$ cat config.mk
export PLATFORM = sky130hd
export DESIGN_NAME = decode_flat
export DESIGN_NICKNAME = d
export VERILOG_FILES = /design/src/rtl/decode_pkg.sv /design/src/rtl/decode_if.sv /design/src/rtl/decode_regfile.sv /design/src/rtl/decode.sv /design/src/flat_wrapper.sv
export SDC_FILE = /design/constraint.sdc
export NUM_CORES = 2
export LEC_CHECK = 0
export ABC_CLOCK_PERIOD_IN_PS = 10170
export CORE_MARGIN = 2
export CORE_UTILIZATION = 50
export DETAILED_ROUTE_END_ITERATION = 16
export PLACE_DENSITY = 0.68
export SYNTH_ARGS = -nofsm -noshare
export SYNTH_HDL_FRONTEND = slang
export SYNTH_HIERARCHICAL = 1
export SYNTH_SLANG_ARGS = --single-unit
$ cat constraint.sdc
create_clock -name clk -period 10.17 [get_ports clk]
set_input_delay 3.051 -clock clk [delete_from_list [all_inputs] [get_ports clk]]
set_output_delay 3.051 -clock clk [all_outputs]
set_load 0.005 [all_outputs]
$ cat src/rtl/decode_pkg.sv
// Shared RV64I decode definitions: opcode/funct constants, mnemonic width,
// instruction formats and the immediate assembler.
package decode_pkg;

  localparam int MNEMONIC_CHARS = 12;
  localparam int MNEMONIC_BITS  = MNEMONIC_CHARS * 8;

  localparam logic [6:0] LOAD      = 7'b0000011;
  localparam logic [6:0] MISC_MEM  = 7'b0001111;
  localparam logic [6:0] OP_IMM    = 7'b0010011;
  localparam logic [6:0] AUIPC     = 7'b0010111;
  localparam logic [6:0] OP_IMM_32 = 7'b0011011;
  localparam logic [6:0] STORE     = 7'b0100011;
  localparam logic [6:0] OP        = 7'b0110011;
  localparam logic [6:0] LUI       = 7'b0110111;
  localparam logic [6:0] OP_32     = 7'b0111011;
  localparam logic [6:0] BRANCH    = 7'b1100011;
  localparam logic [6:0] JALR      = 7'b1100111;
  localparam logic [6:0] JAL       = 7'b1101111;
  localparam logic [6:0] SYSTEM    = 7'b1110011;

  // ALU / shift funct3
  localparam logic [2:0] F3_ADD  = 3'b000;
  localparam logic [2:0] F3_SLL  = 3'b001;
  localparam logic [2:0] F3_SLT  = 3'b010;
  localparam logic [2:0] F3_SLTU = 3'b011;
  localparam logic [2:0] F3_XOR  = 3'b100;
  localparam logic [2:0] F3_SR   = 3'b101;
  localparam logic [2:0] F3_OR   = 3'b110;
  localparam logic [2:0] F3_AND  = 3'b111;

  // load / store size funct3
  localparam logic [2:0] F3_B  = 3'b000;
  localparam logic [2:0] F3_H  = 3'b001;
  localparam logic [2:0] F3_W  = 3'b010;
  localparam logic [2:0] F3_D  = 3'b011;
  localparam logic [2:0] F3_BU = 3'b100;
  localparam logic [2:0] F3_HU = 3'b101;
  localparam logic [2:0] F3_WU = 3'b110;

  // branch funct3
  localparam logic [2:0] F3_BEQ  = 3'b000;
  localparam logic [2:0] F3_BNE  = 3'b001;
  localparam logic [2:0] F3_BLT  = 3'b100;
  localparam logic [2:0] F3_BGE  = 3'b101;
  localparam logic [2:0] F3_BLTU = 3'b110;
  localparam logic [2:0] F3_BGEU = 3'b111;

  localparam logic [6:0] F7_BASE = 7'b0000000;
  localparam logic [6:0] F7_ALT  = 7'b0100000;
  // 64-bit immediate shifts use a 6-bit shamt, leaving a 6-bit funct field
  localparam logic [5:0] F6_BASE = 6'b000000;
  localparam logic [5:0] F6_ALT  = 6'b010000;

  typedef enum logic [2:0] {
    FMT_NONE,
    FMT_R,
    FMT_I,
    FMT_S,
    FMT_B,
    FMT_U,
    FMT_J
  } fmt_t;

  function automatic logic [63:0] imm_gen(input fmt_t fmt, input logic [31:0] i);
    logic [63:0] imm;
    case (fmt)
      FMT_I:   imm = {{52{i[31]}}, i[31:20]};
      FMT_S:   imm = {{52{i[31]}}, i[31:25], i[11:7]};
      FMT_B:   imm = {{51{i[31]}}, i[31], i[7], i[30:25], i[11:8], 1'b0};
      FMT_U:   imm = {{32{i[31]}}, i[31:12], 12'h000};
      FMT_J:   imm = {{43{i[31]}}, i[31], i[19:12], i[20], i[30:21], 1'b0};
      default: imm = 64'h0;
    endcase
    return imm;
  endfunction

  function automatic logic has_rd(input fmt_t fmt);
    logic r;
    case (fmt)
      FMT_R, FMT_I, FMT_U, FMT_J: r = 1'b1;
      default:                    r = 1'b0;
    endcase
    return r;
  endfunction

endpackage

$ cat src/rtl/decode_if.sv
// Decode stage bus: fetch inputs, writeback port, dump request and the
// decoded operands handed to the next stage.
interface decode_if #(
  parameter int REGISTER_WIDTH         = 64,
  parameter int REGISTER_NUMBER_WIDTH  = 5,
  parameter int INSTRUCTION_NAME_WIDTH = 12
);
  logic [31:0]                       stage1_instruction_bits;
  logic [63:0]                       stage1_pc;
  logic [REGISTER_NUMBER_WIDTH:0]    stage3_dest_reg;
  logic [REGISTER_WIDTH-1:0]         stage3_alu_result;
  logic                              wr_en;
  logic                              display_regs;

  logic [REGISTER_WIDTH-1:0]         nstage2_valA;
  logic [REGISTER_WIDTH-1:0]         nstage2_valB;
  logic [63:0]                       nstage2_immediate;
  logic [63:0]                       nstage2_pc;
  logic [4:0]                        nstage2_dest;
  logic [INSTRUCTION_NAME_WIDTH*8:0] nstage2_op;

  modport master (
    output stage1_instruction_bits, stage1_pc, stage3_dest_reg,
           stage3_alu_result, wr_en, display_regs,
    input  nstage2_valA, nstage2_valB, nstage2_immediate, nstage2_pc,
           nstage2_dest, nstage2_op
  );

  modport slave (
    input  stage1_instruction_bits, stage1_pc, stage3_dest_reg,
           stage3_alu_result, wr_en, display_regs,
    output nstage2_valA, nstage2_valB, nstage2_immediate, nstage2_pc,
           nstage2_dest, nstage2_op
  );
endinterface

$ cat src/rtl/decode_regfile.sv
// 32-entry register file: two combinational read ports with writeback bypass,
// one write port, x0 hardwired to zero. DECODE_DISPLAY_EN enables a register dump.
module decode_regfile #(
  parameter int WIDTH = 64
) (
  input  logic             clk,
  input  logic             reset,
  input  logic [4:0]       rs1,
  input  logic [4:0]       rs2,
  input  logic             wr_en,
  input  logic [4:0]       wr_idx,
  input  logic [WIDTH-1:0] wr_data,
  input  logic             display,
  output logic [WIDTH-1:0] rd1,
  output logic [WIDTH-1:0] rd2
);

  logic [WIDTH-1:0] regs_r [32];

  // Register storage; reset takes priority over a coincident write
  always_ff @(posedge clk) begin
    if (reset) begin
      for (int i = 0; i < 32; i++) begin
        regs_r[i] <= '0;
      end
    end else if (wr_en && (wr_idx != 5'd0)) begin
      regs_r[wr_idx] <= wr_data;
    end
  end

  assign rd1 = (rs1 == 5'd0)                  ? '0      :
               (wr_en && (wr_idx == rs1))     ? wr_data : regs_r[rs1];
  assign rd2 = (rs2 == 5'd0)                  ? '0      :
               (wr_en && (wr_idx == rs2))     ? wr_data : regs_r[rs2];

`ifdef DECODE_DISPLAY_EN
  logic display_prev_r;

  // Previous display request, for rising-edge detection
  always_ff @(posedge clk) begin
    if (reset) begin
      display_prev_r <= 1'b0;
    end else begin
      display_prev_r <= display;
    end
  end

  // One dump per 0->1 transition of the request
  always_ff @(posedge clk) begin
    if (!reset && display && !display_prev_r) begin
      for (int i = 0; i < 32; i++) begin
        $display("x%0d = %016h", i, 64'(regs_r[i]));
      end
    end
  end
`else
  logic unused_display_s;
  assign unused_display_s = display;
`endif

endmodule

$ cat src/rtl/decode.sv
// RV64I decode stage: mnemonic, destination and immediate extraction plus
// register operand fetch. Optional dump feature: DECODE_DISPLAY_EN.
module decode
  import decode_pkg::*;
#(
  parameter int REGISTER_WIDTH         = 64,
  parameter int REGISTER_NUMBER_WIDTH  = 5,
  parameter int INSTRUCTION_NAME_WIDTH = 12
) (
  input logic   clk,
  input logic   reset,
  decode_if.slave bus
);

  localparam int OP_W = INSTRUCTION_NAME_WIDTH * 8 + 1;

  logic [31:0]              instr_s;
  logic [6:0]               opcode_s;
  logic [2:0]               funct3_s;
  logic [6:0]               funct7_s;
  logic [5:0]               funct6_s;
  logic [MNEMONIC_BITS-1:0] mn_s;
  fmt_t                     fmt_s;
  logic                     unused_dest_hi_s;

  assign instr_s  = bus.stage1_instruction_bits;
  assign opcode_s = instr_s[6:0];
  assign funct3_s = instr_s[14:12];
  assign funct7_s = instr_s[31:25];
  assign funct6_s = instr_s[31:26];

  // Only the low five bits of the writeback index address the file
  assign unused_dest_hi_s = |bus.stage3_dest_reg[REGISTER_NUMBER_WIDTH:5];

  // Mnemonic and format selection; any unmatched field falls back to unknown
  always_comb begin
    mn_s  = MNEMONIC_BITS'("unknown");
    fmt_s = FMT_NONE;
    case (opcode_s)
      LOAD: begin
        fmt_s = FMT_I;
        case (funct3_s)
          F3_B:    mn_s = MNEMONIC_BITS'("lb");
          F3_H:    mn_s = MNEMONIC_BITS'("lh");
          F3_W:    mn_s = MNEMONIC_BITS'("lw");
          F3_D:    mn_s = MNEMONIC_BITS'("ld");
          F3_BU:   mn_s = MNEMONIC_BITS'("lbu");
          F3_HU:   mn_s = MNEMONIC_BITS'("lhu");
          F3_WU:   mn_s = MNEMONIC_BITS'("lwu");
          default: fmt_s = FMT_NONE;
        endcase
      end
      OP_IMM: begin
        fmt_s = FMT_I;
        case (funct3_s)
          F3_ADD:  mn_s = MNEMONIC_BITS'("addi");
          F3_SLT:  mn_s = MNEMONIC_BITS'("slti");
          F3_SLTU: mn_s = MNEMONIC_BITS'("sltiu");
          F3_XOR:  mn_s = MNEMONIC_BITS'("xori");
          F3_OR:   mn_s = MNEMONIC_BITS'("ori");
          F3_AND:  mn_s = MNEMONIC_BITS'("andi");
          F3_SLL: begin
            if (funct6_s == F6_BASE) mn_s = MNEMONIC_BITS'("slli");
            else                     fmt_s = FMT_NONE;
          end
          F3_SR: begin
            if (funct6_s == F6_BASE)     mn_s = MNEMONIC_BITS'("srli");
            else if (funct6_s == F6_ALT) mn_s = MNEMONIC_BITS'("srai");
            else                         fmt_s = FMT_NONE;
          end
          default: fmt_s = FMT_NONE;
        endcase
      end
      OP_IMM_32: begin
        fmt_s = FMT_I;
        case (funct3_s)
          F3_ADD: mn_s = MNEMONIC_BITS'("addiw");
          F3_SLL: begin
            if (funct7_s == F7_BASE) mn_s = MNEMONIC_BITS'("slliw");
            else                     fmt_s = FMT_NONE;
          end
          F3_SR: begin
            if (funct7_s == F7_BASE)     mn_s = MNEMONIC_BITS'("srliw");
            else if (funct7_s == F7_ALT) mn_s = MNEMONIC_BITS'("sraiw");
            else                         fmt_s = FMT_NONE;
          end
          default: fmt_s = FMT_NONE;
        endcase
      end
      OP: begin
        fmt_s = FMT_R;
        case ({funct7_s, funct3_s})
          {F7_BASE, F3_ADD}:  mn_s = MNEMONIC_BITS'("add");
          {F7_ALT,  F3_ADD}:  mn_s = MNEMONIC_BITS'("sub");
          {F7_BASE, F3_SLL}:  mn_s = MNEMONIC_BITS'("sll");
          {F7_BASE, F3_SLT}:  mn_s = MNEMONIC_BITS'("slt");
          {F7_BASE, F3_SLTU}: mn_s = MNEMONIC_BITS'("sltu");
          {F7_BASE, F3_XOR}:  mn_s = MNEMONIC_BITS'("xor");
          {F7_BASE, F3_SR}:   mn_s = MNEMONIC_BITS'("srl");
          {F7_ALT,  F3_SR}:   mn_s = MNEMONIC_BITS'("sra");
          {F7_BASE, F3_OR}:   mn_s = MNEMONIC_BITS'("or");
          {F7_BASE, F3_AND}:  mn_s = MNEMONIC_BITS'("and");
          default:            fmt_s = FMT_NONE;
        endcase
      end
      OP_32: begin
        fmt_s = FMT_R;
        case ({funct7_s, funct3_s})
          {F7_BASE, F3_ADD}: mn_s = MNEMONIC_BITS'("addw");
          {F7_ALT,  F3_ADD}: mn_s = MNEMONIC_BITS'("subw");
          {F7_BASE, F3_SLL}: mn_s = MNEMONIC_BITS'("sllw");
          {F7_BASE, F3_SR}:  mn_s = MNEMONIC_BITS'("srlw");
          {F7_ALT,  F3_SR}:  mn_s = MNEMONIC_BITS'("sraw");
          default:           fmt_s = FMT_NONE;
        endcase
      end
      STORE: begin
        fmt_s = FMT_S;
        case (funct3_s)
          F3_B:    mn_s = MNEMONIC_BITS'("sb");
          F3_H:    mn_s = MNEMONIC_BITS'("sh");
          F3_W:    mn_s = MNEMONIC_BITS'("sw");
          F3_D:    mn_s = MNEMONIC_BITS'("sd");
          default: fmt_s = FMT_NONE;
        endcase
      end
      BRANCH: begin
        fmt_s = FMT_B;
        case (funct3_s)
          F3_BEQ:  mn_s = MNEMONIC_BITS'("beq");
          F3_BNE:  mn_s = MNEMONIC_BITS'("bne");
          F3_BLT:  mn_s = MNEMONIC_BITS'("blt");
          F3_BGE:  mn_s = MNEMONIC_BITS'("bge");
          F3_BLTU: mn_s = MNEMONIC_BITS'("bltu");
          F3_BGEU: mn_s = MNEMONIC_BITS'("bgeu");
          default: fmt_s = FMT_NONE;
        endcase
      end
      LUI: begin
        fmt_s = FMT_U;
        mn_s  = MNEMONIC_BITS'("lui");
      end
      AUIPC: begin
        fmt_s = FMT_U;
        mn_s  = MNEMONIC_BITS'("auipc");
      end
      JAL: begin
        fmt_s = FMT_J;
        mn_s  = MNEMONIC_BITS'("jal");
      end
      JALR: begin
        if (funct3_s == 3'b000) begin
          fmt_s = FMT_I;
          mn_s  = MNEMONIC_BITS'("jalr");
        end else begin
          fmt_s = FMT_NONE;
        end
      end
      SYSTEM: begin
        if (instr_s[31:7] == 25'h0000000) begin
          fmt_s = FMT_I;
          mn_s  = MNEMONIC_BITS'("ecall");
        end else if (instr_s[31:7] == 25'h0002000) begin
          fmt_s = FMT_I;
          mn_s  = MNEMONIC_BITS'("ebreak");
        end else begin
          fmt_s = FMT_NONE;
        end
      end
      MISC_MEM: begin
        if (funct3_s == 3'b000) begin
          fmt_s = FMT_I;
          mn_s  = MNEMONIC_BITS'("fence");
        end else begin
          fmt_s = FMT_NONE;
        end
      end
      default: fmt_s = FMT_NONE;
    endcase
  end

  assign bus.nstage2_op        = OP_W'(mn_s);
  assign bus.nstage2_immediate = imm_gen(fmt_s, instr_s);
  assign bus.nstage2_dest      = has_rd(fmt_s) ? instr_s[11:7] : 5'd0;
  assign bus.nstage2_pc        = bus.stage1_pc;

  decode_regfile #(
    .WIDTH (REGISTER_WIDTH)
  ) u_regfile (
    .clk     (clk),
    .reset   (reset),
    .rs1     (instr_s[19:15]),
    .rs2     (instr_s[24:20]),
    .wr_en   (bus.wr_en),
    .wr_idx  (bus.stage3_dest_reg[4:0]),
    .wr_data (bus.stage3_alu_result),
    .display (bus.display_regs),
    .rd1     (bus.nstage2_valA),
    .rd2     (bus.nstage2_valB)
  );

endmodule

$ cat src/flat_wrapper.sv
// flat-port wrapper written by rule: the top's interface ports become plain ports
module decode_flat import decode_pkg::*;
#(
  parameter int REGISTER_WIDTH         = 64,
  parameter int REGISTER_NUMBER_WIDTH  = 5,
  parameter int INSTRUCTION_NAME_WIDTH = 12
)
  (clk, reset, bus_stage1_instruction_bits, bus_stage1_pc, bus_stage3_dest_reg, bus_stage3_alu_result, bus_wr_en, bus_display_regs, bus_nstage2_valA, bus_nstage2_valB, bus_nstage2_immediate, bus_nstage2_pc, bus_nstage2_dest, bus_nstage2_op);
  decode_if #(.REGISTER_WIDTH(REGISTER_WIDTH), .REGISTER_NUMBER_WIDTH(REGISTER_NUMBER_WIDTH), .INSTRUCTION_NAME_WIDTH(INSTRUCTION_NAME_WIDTH)) bus_i ();
  input logic clk;
  input logic reset;
  input wire logic [$bits(bus_i.stage1_instruction_bits)-1:0] bus_stage1_instruction_bits;
  input wire logic [$bits(bus_i.stage1_pc)-1:0] bus_stage1_pc;
  input wire logic [$bits(bus_i.stage3_dest_reg)-1:0] bus_stage3_dest_reg;
  input wire logic [$bits(bus_i.stage3_alu_result)-1:0] bus_stage3_alu_result;
  input wire logic [$bits(bus_i.wr_en)-1:0] bus_wr_en;
  input wire logic [$bits(bus_i.display_regs)-1:0] bus_display_regs;
  output wire logic [$bits(bus_i.nstage2_valA)-1:0] bus_nstage2_valA;
  output wire logic [$bits(bus_i.nstage2_valB)-1:0] bus_nstage2_valB;
  output wire logic [$bits(bus_i.nstage2_immediate)-1:0] bus_nstage2_immediate;
  output wire logic [$bits(bus_i.nstage2_pc)-1:0] bus_nstage2_pc;
  output wire logic [$bits(bus_i.nstage2_dest)-1:0] bus_nstage2_dest;
  output wire logic [$bits(bus_i.nstage2_op)-1:0] bus_nstage2_op;
  assign bus_i.stage1_instruction_bits = bus_stage1_instruction_bits;
  assign bus_i.stage1_pc = bus_stage1_pc;
  assign bus_i.stage3_dest_reg = bus_stage3_dest_reg;
  assign bus_i.stage3_alu_result = bus_stage3_alu_result;
  assign bus_i.wr_en = bus_wr_en;
  assign bus_i.display_regs = bus_display_regs;
  assign bus_nstage2_valA = bus_i.nstage2_valA;
  assign bus_nstage2_valB = bus_i.nstage2_valB;
  assign bus_nstage2_immediate = bus_i.nstage2_immediate;
  assign bus_nstage2_pc = bus_i.nstage2_pc;
  assign bus_nstage2_dest = bus_i.nstage2_dest;
  assign bus_nstage2_op = bus_i.nstage2_op;
  decode #(.REGISTER_WIDTH(REGISTER_WIDTH), .REGISTER_NUMBER_WIDTH(REGISTER_NUMBER_WIDTH), .INSTRUCTION_NAME_WIDTH(INSTRUCTION_NAME_WIDTH)) u_core (.clk(clk), .reset(reset), .bus(bus_i));
endmodule
==> impl_metrics.json <==
{
  "initial_core_util": 0.503,
  "grt_overflow": 0,
  "vias": 77000,
  "cts_resized": 0,
  "syn-instance-count": 7573,
  "first_iter_violations": 14000,
  "io_pins": 528,
  "slowest_delay_ns": 0.62,
  "synth-edff-count": 2048,
  "cts-root-buf": "clkbuf_16",
  "firstDrtPassIters": 6,
  "ys_seq_area_frac": 0.549,
  "die_h_um": 477,
  "cts_sinks": 2048,
  "synthXorXnorAreaFrac": 0.00102,
  "async_flop_share": 0,
  "clk_path_buf_depth": 3,
  "slew_violations": 0,
  "synth_top_area_cell": "edfxtp_1",
  "antenna_found_initial": 45,
  "viasPerCell": 7.11,
  "postRouteAntennaNets": 0,
  "routedWlPerCell_um": 39.5,
  "yosys.area_share.simple": 0.137,
  "netlist_top_cells_count": "edfxtp_1, and2_1, mux4_2, clkbuf_1, o22ai_1",
  "multi_input_area_mm2": 0.0466,
  "synthAdderAreaFrac": 0.000447,
  "path_max_fanout": 33,
  "crit_chain": "clkdlybuf4s50_1 > or4_4 > buf_4 > o31ai_4 > a32oi_1 > and2_1 > and3_1 > ha_1 > and3_1 > or2_2 > o31a_1 > buf_12 > clkdlybuf4s50_1",
  "die_x_um": 477,
  "final_cells": 10800,
  "synthTopCellsByArea": "edfxtp_1, mux4_2, and2_1, clkbuf_1, mux2i_1",
  "dpl.hpwl_um": 246000,
  "fillers": 17400,
  "critPathSlowestCell": "clkdlybuf4s50_1",
  "ir_drop_uv": 205,
  "syn_to_final_growth_pct": 12.4,
  "seqPwrFrac": 0.482,
  "port_buffers": 342,
  "period_needed_ns": 9.99,
  "placed_cells": 10400,
  "place_area_mm2": 0.119,
  "yosysMostFrequentCell": "edfxtp_1",
  "fin_crit_sh": 0.982,
  "arrival_ns": 6.94,
  "synth_seq_cells": 2048,
  "rows": 173,
  "grt_max_degree": 122,
  "grt_usage": 0.370,
  "routed_wl_um": 428000,
  "synth_top_area_share": 0.549,
  "finish.instance_area_mm2": 0.126,
  "combPwrFrac": 0.135,
  "crit_family": "buffers and inverters",
  "fmax_mhz": 100,
  "ys_types": 87,
  "top_register": "u_core/u_regfile/regs_r",
  "synth_compound_area_frac": 0.0480,
  "leakage_nw": 43.3,
  "critical_path_class": "primary input to primary output",
  "final-seq-area_mm2": 0.0615,
  "biggestRegsByFlops": "u_core/u_regfile/regs_r: 2048 flops",
  "cts_buffers": 218,
  "synth.yosys.warnings": 6,
  "cp-end-kind": "primary output",
  "setup_viol": 0,
  "core_area_mm2": 0.223,
  "relSlewSlack": 0.0756,
  "p_sw_mw": 5.32,
  "power.internal_mw": 15.4,
  "pwr-share-clk": 0.383,
  "tns_ns": 0,
  "status": "complete, no violations",
  "setup.worst_path.start_class": "primary input",
  "switching_share": 0.257,
  "ctsHoldBuffers": 0,
  "synth_top_family_by_area": "multiplexers",
  "crit_required_ns": 7.12,
  "critical_path_buf_inv_count": 4,
  "yosys-mux-area-fraction": 0.222,
  "h-tree-depth": 4,
  "hold_viol_final": 0,
  "drv_cap": 0,
  "layout.nets": 7806,
  "cts_setup_buffers": 0,
  "routabilityCongestion": 0.961,
  "grt_pass1_vias": 75700,
  "hold_class": "primary input to flop",
  "power_density_mw_per_mm2": 165,
  "ys.flop_type": "edfxtp_1",
  "syn_area_per_cell_um2": 14.8,
  "grt_pass1_wl_um": 587000,
  "die-area_mm2": 0.228,
  "tightest_slew_ns": 1.39,
  "drive_above_1_share": 0.232,
  "cts_tree": "built",
  "power_mw": 20.7,
  "rsz0062_at_grt": "no",
  "largest_register_ffs": 2048,
  "synth.cell_area_mm2": 0.112,
  "remaining_drc_errors": 0,
  "clkTransAtPathRegs_ns": 0.06
}
==> through the flow <==
stage / hold WS, ns / setup slack [ns] / utilization
floorplan: 3.25 / 1.04 / -
global placement: 3.68 / 0.195 / 0.534
detailed placement: 3.68 / 0.194 / 0.534
CTS: 2.74 / 0.177 / 0.565
global route: 2.75 / 0.0897 / 0.565
finish: 2.79 / 0.178 / 0.566
==> worst paths after layout <==
check	startpoint	to	depth (start not counted)
worst max-delay path	bus_stage1_instruction_bits[29]	bus_nstage2_immediate[33]	13
worst min-delay path	reset	u_core/u_regfile/regs_r[0][5]$_SDFFCE_PN0P_	1
==> power groups by stage <==
stage          Clock (mW)  Combinational [mW]  Sequential [mW]
3_3_place_gp            0                2.71             10.1
6_report             7.93                2.80             9.99
4_1_cts              7.96                2.73             9.97
2_1_floorplan           0                1.61             10.1
5_1_grt              8.29                2.86             10.0
3_5_place_dp            0                2.72             10.1
==> layout make-up <==
| class | instances | area share |
|---|---|---|
| Antenna cell | 37 | 0.000736 |
| Clock buffer | 268 | 0.0450 |
| Clock inverter | 139 | 0.0106 |
| Inverter | 20 | 0.000636 |
| Multi-Input combinational cell | 4630 | 0.370 |
| Sequential cell | 2048 | 0.489 |
| Tap cell | 2975 | 0.0296 |
| Timing Repair Buffer | 714 | 0.0543 |
==> kinds of logic (layout without fill, tap and decap cells) <==
logic type,after synthesis,in the layout
AND/OR/NAND/NOR,2529,2529
flip-flops,2048,2048
multiplexers,1209,1209
buffers and inverters,1011,1141
AO/OA/AOI/OAI,756,756
XOR/XNOR,13,13
adder cells (fa/ha/maj),4,4
other,3,156
==> cell usage in the layout (no fill, tap or decap), types with 17 or more instances in the layout <==
cell type / n
a211oi_1: 59
a21oi_1: 74
a22o_1: 120
a22oi_1: 109
and2_1: 1989
buf_12: 48
buf_4: 327
bufinv_16: 19
clkbuf_1: 49
clkbuf_16: 219
clkdlybuf4s50_1: 332
clkinv_1: 61
clkinv_2: 41
conb_1: 119
diode_2: 37
edfxtp_1: 2048
inv_1: 18
mux2i_1: 184
mux4_2: 1014
nand2_1: 104
nand2b_1: 18
nand3_1: 65
nand4_1: 17
nor2_1: 47
nor2_4: 34
nor2b_1: 21
nor3_1: 59
nor4_1: 47
o21ai_0: 53
o22ai_1: 219
or2_4: 31
==> routing by layer <==
metal	part of all wire	vias up	GRT usage
li1	-	29200	-
met4	0.065	26	0.208
met5	0.00053	-	0.00210
met2	0.45	7129	0.563
met3	0.15	1456	0.113
met1	0.34	39200	0.473
No activity file was read; power rests on OpenSTA's default activity.
